**config.mk**
```make
export PLATFORM = sky130hd
export DESIGN_NAME = seg7_scan_ctrl
export DESIGN_NICKNAME = d
export VERILOG_FILES = /design/src/rtl/seg7_scan_ctrl.sv
export SDC_FILE = /design/constraint.sdc
export NUM_CORES = 1
export LEC_CHECK = 0
export BUFFER_PORTS_ARGS = -buffer_cell sky130_fd_sc_hd__buf_2
export CORE_ASPECT_RATIO = 0.75
export CORE_UTILIZATION = 55
export CTS_BUF_LIST = sky130_fd_sc_hd__clkbuf_16
export DETAILED_ROUTE_END_ITERATION = 8
export PLACE_DENSITY = 0.86
export SETUP_SLACK_MARGIN = 0.3
export SYNTH_ARGS = -nofsm -noshare
export SYNTH_HDL_FRONTEND = slang
export SYNTH_SLANG_ARGS = --single-unit
```
**constraint.sdc**
```tcl
create_clock -name clock -period 2.8 [get_ports clock]
set_clock_uncertainty 0.1 [all_clocks]
set_input_delay 0.28 -clock clock [delete_from_list [all_inputs] [get_ports clock]]
set_output_delay 0.28 -clock clock [all_outputs]
set_load 0.01 [all_outputs]
```
**src/rtl/seg7_scan_ctrl.sv**
```systemverilog
// Multiplexed seven-segment scan controller with frame-synchronous value commit.
// Latency: Anodes/Cathodes are registered, one cycle behind slot_cnt/digit_idx/disp_reg.
// Backpressure: load_ready drops after a capture and returns one cycle after the
// value is committed at the next frame boundary. Offers made while it is low are ignored.
//
// Ports:
//   clock, reset_n   rising-edge clock, asynchronous active-low reset
//   load_valid/ready valid/ready handshake for load_value (packed nibbles, digit 0 = [3:0])
//   blank            forces all anodes off, scanning continues
//   frame_tick       one-cycle pulse on the cycle the digit index wraps to 0
//   Anodes           active-low one-hot digit enables
//   Cathodes         active-low segments {g,f,e,d,c,b,a}
// Build option: define SEG7_LZ_BLANK_EN for leading-zero blanking.

module seg7_scan_ctrl #(
  parameter int NUM_DIGITS  = 4,
  parameter int REFRESH_DIV = 50000,
  parameter int DEAD_CYCLES = 16
) (
  input  logic                    clock,
  input  logic                    reset_n,
  input  logic                    load_valid,
  output logic                    load_ready,
  input  logic [4*NUM_DIGITS-1:0] load_value,
  input  logic                    blank,
  output logic                    frame_tick,
  output logic [NUM_DIGITS-1:0]   Anodes,
  output logic [6:0]              Cathodes
);

  localparam int SW = (REFRESH_DIV > 1) ? $clog2(REFRESH_DIV) : 1;
  localparam int DW = (NUM_DIGITS > 1) ? $clog2(NUM_DIGITS) : 1;
  localparam logic [SW-1:0] SLOT_LAST  = SW'(REFRESH_DIV - 1);
  localparam logic [DW-1:0] DIGIT_LAST = DW'(NUM_DIGITS - 1);
  localparam logic [SW-1:0] DEAD_LIM   = SW'(DEAD_CYCLES);

  logic [SW-1:0]           r_slot_cnt;
  logic [DW-1:0]           r_digit_idx;
  logic [4*NUM_DIGITS-1:0] r_disp;
  logic [4*NUM_DIGITS-1:0] r_shadow;
  logic                    r_pending;
  logic [NUM_DIGITS-1:0]   r_anodes;
  logic [6:0]              r_cathodes;

  logic                  w_slot_wrap;
  logic                  w_frame_wrap;
  logic                  w_xfer;
  logic                  w_live;
  logic                  w_show;
  logic                  w_digit_dark;
  logic [3:0]            w_nibble;
  logic [NUM_DIGITS-1:0] w_dark;
  logic [NUM_DIGITS-1:0] w_anodes_nxt;

  function automatic logic [6:0] hex7(input logic [3:0] n);
    logic [6:0] seg;
    case (n)
      4'h0: seg = 7'b1000000;
      4'h1: seg = 7'b1111001;
      4'h2: seg = 7'b0100100;
      4'h3: seg = 7'b0110000;
      4'h4: seg = 7'b0011001;
      4'h5: seg = 7'b0010010;
      4'h6: seg = 7'b0000010;
      4'h7: seg = 7'b1111000;
      4'h8: seg = 7'b0000000;
      4'h9: seg = 7'b0010000;
      4'hA: seg = 7'b0001000;
      4'hB: seg = 7'b0000011;
      4'hC: seg = 7'b1000110;
      4'hD: seg = 7'b0100001;
      4'hE: seg = 7'b0000110;
      default: seg = 7'b0001110;
    endcase
    return seg;
  endfunction

  assign w_slot_wrap  = (r_slot_cnt == SLOT_LAST);
  assign w_frame_wrap = w_slot_wrap && (r_digit_idx == DIGIT_LAST);
  assign w_xfer       = load_valid && !r_pending;

  assign frame_tick = w_frame_wrap;
  assign load_ready = !r_pending;
  assign Anodes     = r_anodes;
  assign Cathodes   = r_cathodes;

  // Dead time at the start of each slot keeps the previous digit's segments
  // from ghosting onto the newly enabled anode.
  generate
    if (DEAD_CYCLES > 0) begin : g_dead
      assign w_live = (r_slot_cnt >= DEAD_LIM);
    end else begin : g_no_dead
      assign w_live = 1'b1;
    end
  endgenerate

`ifdef SEG7_LZ_BLANK_EN
  // A digit above 0 goes dark when it and every more-significant nibble are zero.
  always_comb begin : p_lz
    logic zero_above;
    zero_above = 1'b1;
    w_dark     = '0;
    for (int i = NUM_DIGITS - 1; i > 0; i--) begin
      zero_above = zero_above && (r_disp[4*i +: 4] == 4'h0);
      w_dark[i]  = zero_above;
    end
  end
`else
  assign w_dark = '0;
`endif

  always_comb begin : p_digit_sel
    w_nibble     = 4'h0;
    w_digit_dark = 1'b0;
    w_anodes_nxt = '1;
    for (int i = 0; i < NUM_DIGITS; i++) begin
      if (r_digit_idx == DW'(i)) begin
        w_nibble     = r_disp[4*i +: 4];
        w_digit_dark = w_dark[i];
      end
    end
    w_show = w_live && !blank && !w_digit_dark;
    for (int i = 0; i < NUM_DIGITS; i++) begin
      if (w_show && (r_digit_idx == DW'(i))) begin
        w_anodes_nxt[i] = 1'b0;
      end
    end
  end

  always_ff @(posedge clock or negedge reset_n) begin
    if (!reset_n) begin
      r_slot_cnt  <= '0;
      r_digit_idx <= '0;
      r_disp      <= '0;
      r_shadow    <= '0;
      r_pending   <= 1'b0;
      r_anodes    <= '1;
      r_cathodes  <= 7'b1111111;
    end else begin
      if (w_slot_wrap) begin
        r_slot_cnt  <= '0;
        r_digit_idx <= (r_digit_idx == DIGIT_LAST) ? '0 : r_digit_idx + DW'(1);
      end else begin
        r_slot_cnt  <= r_slot_cnt + SW'(1);
      end

      // Capture and commit are mutually exclusive: capture needs pending=0,
      // commit needs pending=1, so a capture on the frame edge waits a full frame.
      if (w_xfer) begin
        r_shadow  <= load_value;
        r_pending <= 1'b1;
      end else if (w_frame_wrap && r_pending) begin
        r_disp    <= r_shadow;
        r_pending <= 1'b0;
      end

      r_anodes   <= w_anodes_nxt;
      r_cathodes <= w_show ? hex7(w_nibble) : 7'b1111111;
    end
  end

endmodule

```
# Word level (Yosys, flattened, before mapping)
# Memories as Yosys holds them, arrays and structs flattened.
# Cells that the tools add are included.
dict set report totals {
  mem_count 1
  regBits 62
  romBits 112
  input_bits 20
}
dict set report classes {
  bitwise 1
  add_sub_neg 2
  magnitude_cmp 1
  n_reduce_logical 13
  eq_ne 4
  n_mux 13
}
# name words word_bits read_ports rd_clocked_by_memory_dff wr line
set mem_list {}
lappend mem_list {{(no name shown)} 16 7 1 0 0 57} ;# case (n)
# cell n
set op_table {}
lappend op_table {{$add 16x1->16 const B} 1}
lappend op_table {{$eq 16x16->1 const B} 1}
lappend op_table {{$ge 16x5->1 const B} 1}
lappend op_table {{$mux 16} 1}
lappend op_table {{$mux 4} 4}
lappend op_table {{$logic_and 1x1->1} 8}
lappend op_table {{$mux 7} 1}
lappend op_table {{$mux 1} 6}
lappend op_table {{$eq 2x2->1 const B} 2}
lappend op_table {{$add 2x1->2 const B} 1}
lappend op_table {{$eq 2x1->1 const B} 1}
lappend op_table {{$logic_not 1->1} 2}
lappend op_table {{$logic_not 2->1} 1}
lappend op_table {{$mux 2} 1}
lappend op_table {{$reduce_and 2->1} 1}
lappend op_table {{$reduce_bool 2->1} 1}
lappend op_table {{$not 1->1} 1}

# Depth between registers and ports, before layout
# An unclocked memory read counts as a cell.
dict set report logic_depth {
  word_depth 7
  depth_mapped 11
}

# Least setup slack after synthesis
# No wires, ideal clock.
dict set report synth_path {
  path_type {reg-to-reg}
  start {register r_digit_idx[0]}
  end {register r_cathodes[3] (netlist: Cathodes[3])}
  synth_period_minus_slack_ns 2.254
  stages_incl_launch_ff 11
  t_arrival_ns 2.077
  setup_slack_ns 0.546
  cell_sequence {dfrtp_1 -> ha_1 -> buf_2 -> or3b_2 -> o21ai_0 -> a31oi_1 -> inv_1 -> ha_1 -> mux2i_1 -> nor3b_1 -> a31oi_1}
}
dict set report synth_between {
  elab_chain_len 7
}
# item line
set synth_rtl {}
lappend synth_rtl {{start: declaration} 38} ;# logic [DW-1:0] r_digit_idx;
lappend synth_rtl {{start signal: assignment} 142} ;# r_digit_idx <= (r_digit_idx == DIGIT_LAST) ? '0 : r_digit_idx + DW'(1);
lappend synth_rtl {{$logic_not 2->1} 117} ;# if (r_digit_idx == DW'(i)) begin
lappend synth_rtl {{$mux 4 (3 in a row)} 117}
lappend synth_rtl {{$mux 4 *} 117}
lappend synth_rtl {{$mem_v2 16x7 *} -}
lappend synth_rtl {{$mux 7 *} 158} ;# r_cathodes <= w_show ? hex7(w_nibble) : 7'b1111111;
lappend synth_rtl {{end signal: assignment} 158}
lappend synth_rtl {{end: declaration} 43} ;# logic [6:0] r_cathodes;
# Mark *: on every way between the ends. The rest lies on a longest branch, timed or not.
# A chain may end at the register's enable or synchronous reset.

# Worst setup path in the final report
dict set report layout_path {
  start {register r_slot_cnt[7]}
  end {output frame_tick}
}
dict set report layout_between {
  elab_chain_len 2
}
# item line
set layout_rtl {}
lappend layout_rtl {{start: declaration} 37} ;# logic [SW-1:0] r_slot_cnt;
lappend layout_rtl {{start signal: assignment} 144} ;# r_slot_cnt <= r_slot_cnt + SW'(1);
lappend layout_rtl {{$eq 16x16->1} 78} ;# assign w_slot_wrap = (r_slot_cnt == SLOT_LAST);
lappend layout_rtl {{$logic_and 1x1->1} 79} ;# assign w_frame_wrap = w_slot_wrap && (r_digit_idx == DIGIT_LAST);
lappend layout_rtl {{end: declaration} 26} ;# output logic frame_tick,
# No other way between the ends.

==> metrics <==
global-route wire length before repair 8780 um; unrepaired setup endpoints after global routing yes; Min-Delay Path Class input port to asynchronous set/reset pin; Leak 1.61 nW; area growth from synthesis to layout 21.4%; height of the die 64.9 um; type of the worst setup path flip-flop to output pin; vias in the first global route 1850; start of the worst register-to-register path r_digit_idx[0]$_DFFE_PN0N_; worst-path maximum fanout 5; result of the run finished, final reports clean; violation count after the first detailed-routing iteration 90; cts hold-fix bufs 0; number of input and output port buffers inserted 32; cell at the root of the clock tree sky130_fd_sc_hd__clkbuf_16; Peak supply drop 0.000422 V; Routability Congestion 0.792; remaining antenna violation count after routing 0; highest clock frequency the design can meet 416 MHz; vias 1934; synthesis warning total 0; final max-slew violation count 0; cell area after layout 3520 um2; Worst R2R End Cathodes[3]$_DFF_PN1_; number of clock sinks seen by CTS 62; reg2reg setup slack 0.40 ns; GRT Util Overall 21.1%; clock buffers created by TritonCTS 9; Post-Route WL 5240 um; proportion of layout cells with a drive suffix above 1 38.8%; number of vias per cell 5.40; maximum capacitance violations 0; Fin Setup TNS 0 ns; kind of start point of the critical path flip-flop; pin slew with the least headroom to its limit 0.949 ns; post-synth top area cell sky130_fd_sc_hd__dfrtp_1; largest net degree at the start of global routing 63; Yosys top cell area share 44.0%; syn_area_per_cell 12.3 um2; synthesized instance count 236; Clock transition at path regs 0.05 ns; half-perimeter wire length after placement 3400 um; floorplan core area 4980 um2; share of synthesized flip-flops with an asynchronous set or reset 100%; antenna diode instance count 0; dpl cell area 3150 um2; count of different cell masters after synthesis 39; worst reg2reg path depth 10; Mapped Nets 268; TritonCTS clock tree built; DRC violations left 0; synthesis-stage register bit count 62; largest cells by area after synthesis sky130_fd_sc_hd__dfrtp_1 44%, sky130_fd_sc_hd__mux2_2 10%, sky130_fd_sc_hd__dfstp_2 10%, sky130_fd_sc_hd__ha_1 5.2%, sky130_fd_sc_hd__mux2_4 4.7%; number of enable flip-flop cells after synthesis 0; CTS H-tree depth 3; later-pin clock latency in the skew report 0.32 ns; net count reported at finish 313; commonest non-fill, non-tap cell in the layout sky130_fd_sc_hd__dfrtp_1; WP data required 2.42 ns; number of placed I/O pins 33; commonest cells after routing, fill and taps aside 51 x sky130_fd_sc_hd__dfrtp_1, 32 x sky130_fd_sc_hd__buf_2, 26 x sky130_fd_sc_hd__mux2_2; fin crit share 85.9%; initial antenna violation count 0; Starting Density 58.3%; Max Root-Sink Buffers 2; data arrival at the endpoint of the critical path 2.03 ns; sequential cell area fraction in the yosys report 53.9%; GRT Residual Overflow 0; per-cell routed wire length 14.6 um; total die area 5580 um2; Post-Synthesis Cell Area 2900 um2; number of hold-slack violations in the final timing report 0; drt pass-1 iters 4; Most used DFF post-synth sky130_fd_sc_hd__dfrtp_1; Max transition margin 36.5%; power per cell area 597 nW/um2; clock period minus final worst setup slack 2.41 ns; CP endpoint kind output pin; num rows 22; endpoints failing setup 0; horizontal die dimension 85.9 um
==> synthesized netlist by cell type, types with 4 or more instances <==
master                     number
sky130_fd_sc_hd__nor2_1        16
sky130_fd_sc_hd__nor2b_1        5
sky130_fd_sc_hd__o21ai_0        4
sky130_fd_sc_hd__dfstp_2       11
sky130_fd_sc_hd__and3_1         4
sky130_fd_sc_hd__nand2_1       16
sky130_fd_sc_hd__ha_1          12
sky130_fd_sc_hd__xnor2_1        9
sky130_fd_sc_hd__nand4_1        4
sky130_fd_sc_hd__nand3b_1       4
sky130_fd_sc_hd__mux2_2        26
sky130_fd_sc_hd__mux2i_1        4
sky130_fd_sc_hd__a31oi_1        4
sky130_fd_sc_hd__clkbuf_1       4
sky130_fd_sc_hd__dfrtp_1       51
sky130_fd_sc_hd__nand3_1        7
sky130_fd_sc_hd__inv_1         12
sky130_fd_sc_hd__mux2_4         9
==> per-layer routing <==
metal | vias up | GRT usage (%) | wire length (um)
li1 | 912 | - | -
met1 | 930 | 28.4 | 2350
met2 | 80 | 32.1 | 2490
met3 | 12 | 7.64 | 328
met4 | 0 | 6.25 | 69
met5 | - | 0 | 0
==> registers in the layout (all words and copies together), names as in the netlist <==
| signal | count |
|---|---|
| r_slot_cnt | 16 |
| r_digit_idx | 2 |
| r_shadow | 16 |
| Cathodes | 7 |
| r_pending | 1 |
| r_disp | 16 |
| Anodes | 4 |
==> worst max-delay path, stage by stage, from the launching register on <==
cell and delay [ns]:
sky130_fd_sc_hd__dfrtp_1 0.43, sky130_fd_sc_hd__or4_1 0.57, sky130_fd_sc_hd__nor4_4 0.21, sky130_fd_sc_hd__nand4_1 0.21
sky130_fd_sc_hd__nor2_1 0.14, sky130_fd_sc_hd__buf_2 0.14
==> cell type report <==
type | instances | area (um2)
Inverter | 12 | 45.0
Clock buffer | 9 | 225
Sequential cell | 62 | 1570
Tap cell | 72 | 90.1
Clock inverter | 7 | 75.1
Timing Repair Buffer | 42 | 248
Multi-Input combinational cell | 154 | 1280
Fill cell | 327 | 1460
==> logic make-up after synthesis <==
kind of cell / share of synthesized area [%]
fa+ha+maj: 5.17
buf+inv: 3.15
compound gates: 4.96
xor+xnor: 3.62
flops: 53.9
simple gates: 13.1
mux: 16.1
==> per-stage QoR <==
step	total power, mW	hold WS (ns)	utilization, %	std cells	setup slack (ns)
3_3_place_gp	1.04	0.359	63.3	338	0.379
5_1_grt	2.18	0.0692	70.7	358	0.242
6_report	2.10	0.000779	70.7	358	0.394
2_1_floorplan	0.998	-0.116	-	236	0.546
3_5_place_dp	1.04	0.367	63.3	338	0.214
4_1_cts	2.13	0.0334	69.6	355	0.297
==> worst max path at each step <==
stage                                           from                    end  slack, ns  cells past startpoint
after global placement    r_digit_idx[0]$_DFFE_PN0N_  Cathodes[3]$_DFF_PN1_       0.38                      9
after detailed placement  r_digit_idx[0]$_DFFE_PN0N_  Cathodes[3]$_DFF_PN1_       0.21                      9
final                        r_slot_cnt[7]$_DFF_PN0_             frame_tick       0.39                      5
after global routing      r_digit_idx[1]$_DFFE_PN0N_  Cathodes[3]$_DFF_PN1_       0.24                     10
after CTS                 r_digit_idx[0]$_DFFE_PN0N_  Cathodes[3]$_DFF_PN1_       0.30                      9
after floorplan           r_digit_idx[0]$_DFFE_PN0N_  Cathodes[3]$_DFF_PN1_       0.55                     10
==> report_power, final <==
part,internal (mW),leakage [nW],switching (mW)
Sequential,0.936,0.778,0.0163
Combinational,0.0383,0.696,0.0349
Clock,0.688,0.139,0.389
Total,1.66,1.61,0.440
==> what timing repair did <==
action,4_1_cts,5_1_grt
hold endpoints to repair,0,0
resized for setup,1,6
pin swaps,1,0
setup buffers,1,3
endpoints found under the setup margin,6,24
(Power assumes the default switching activity.)
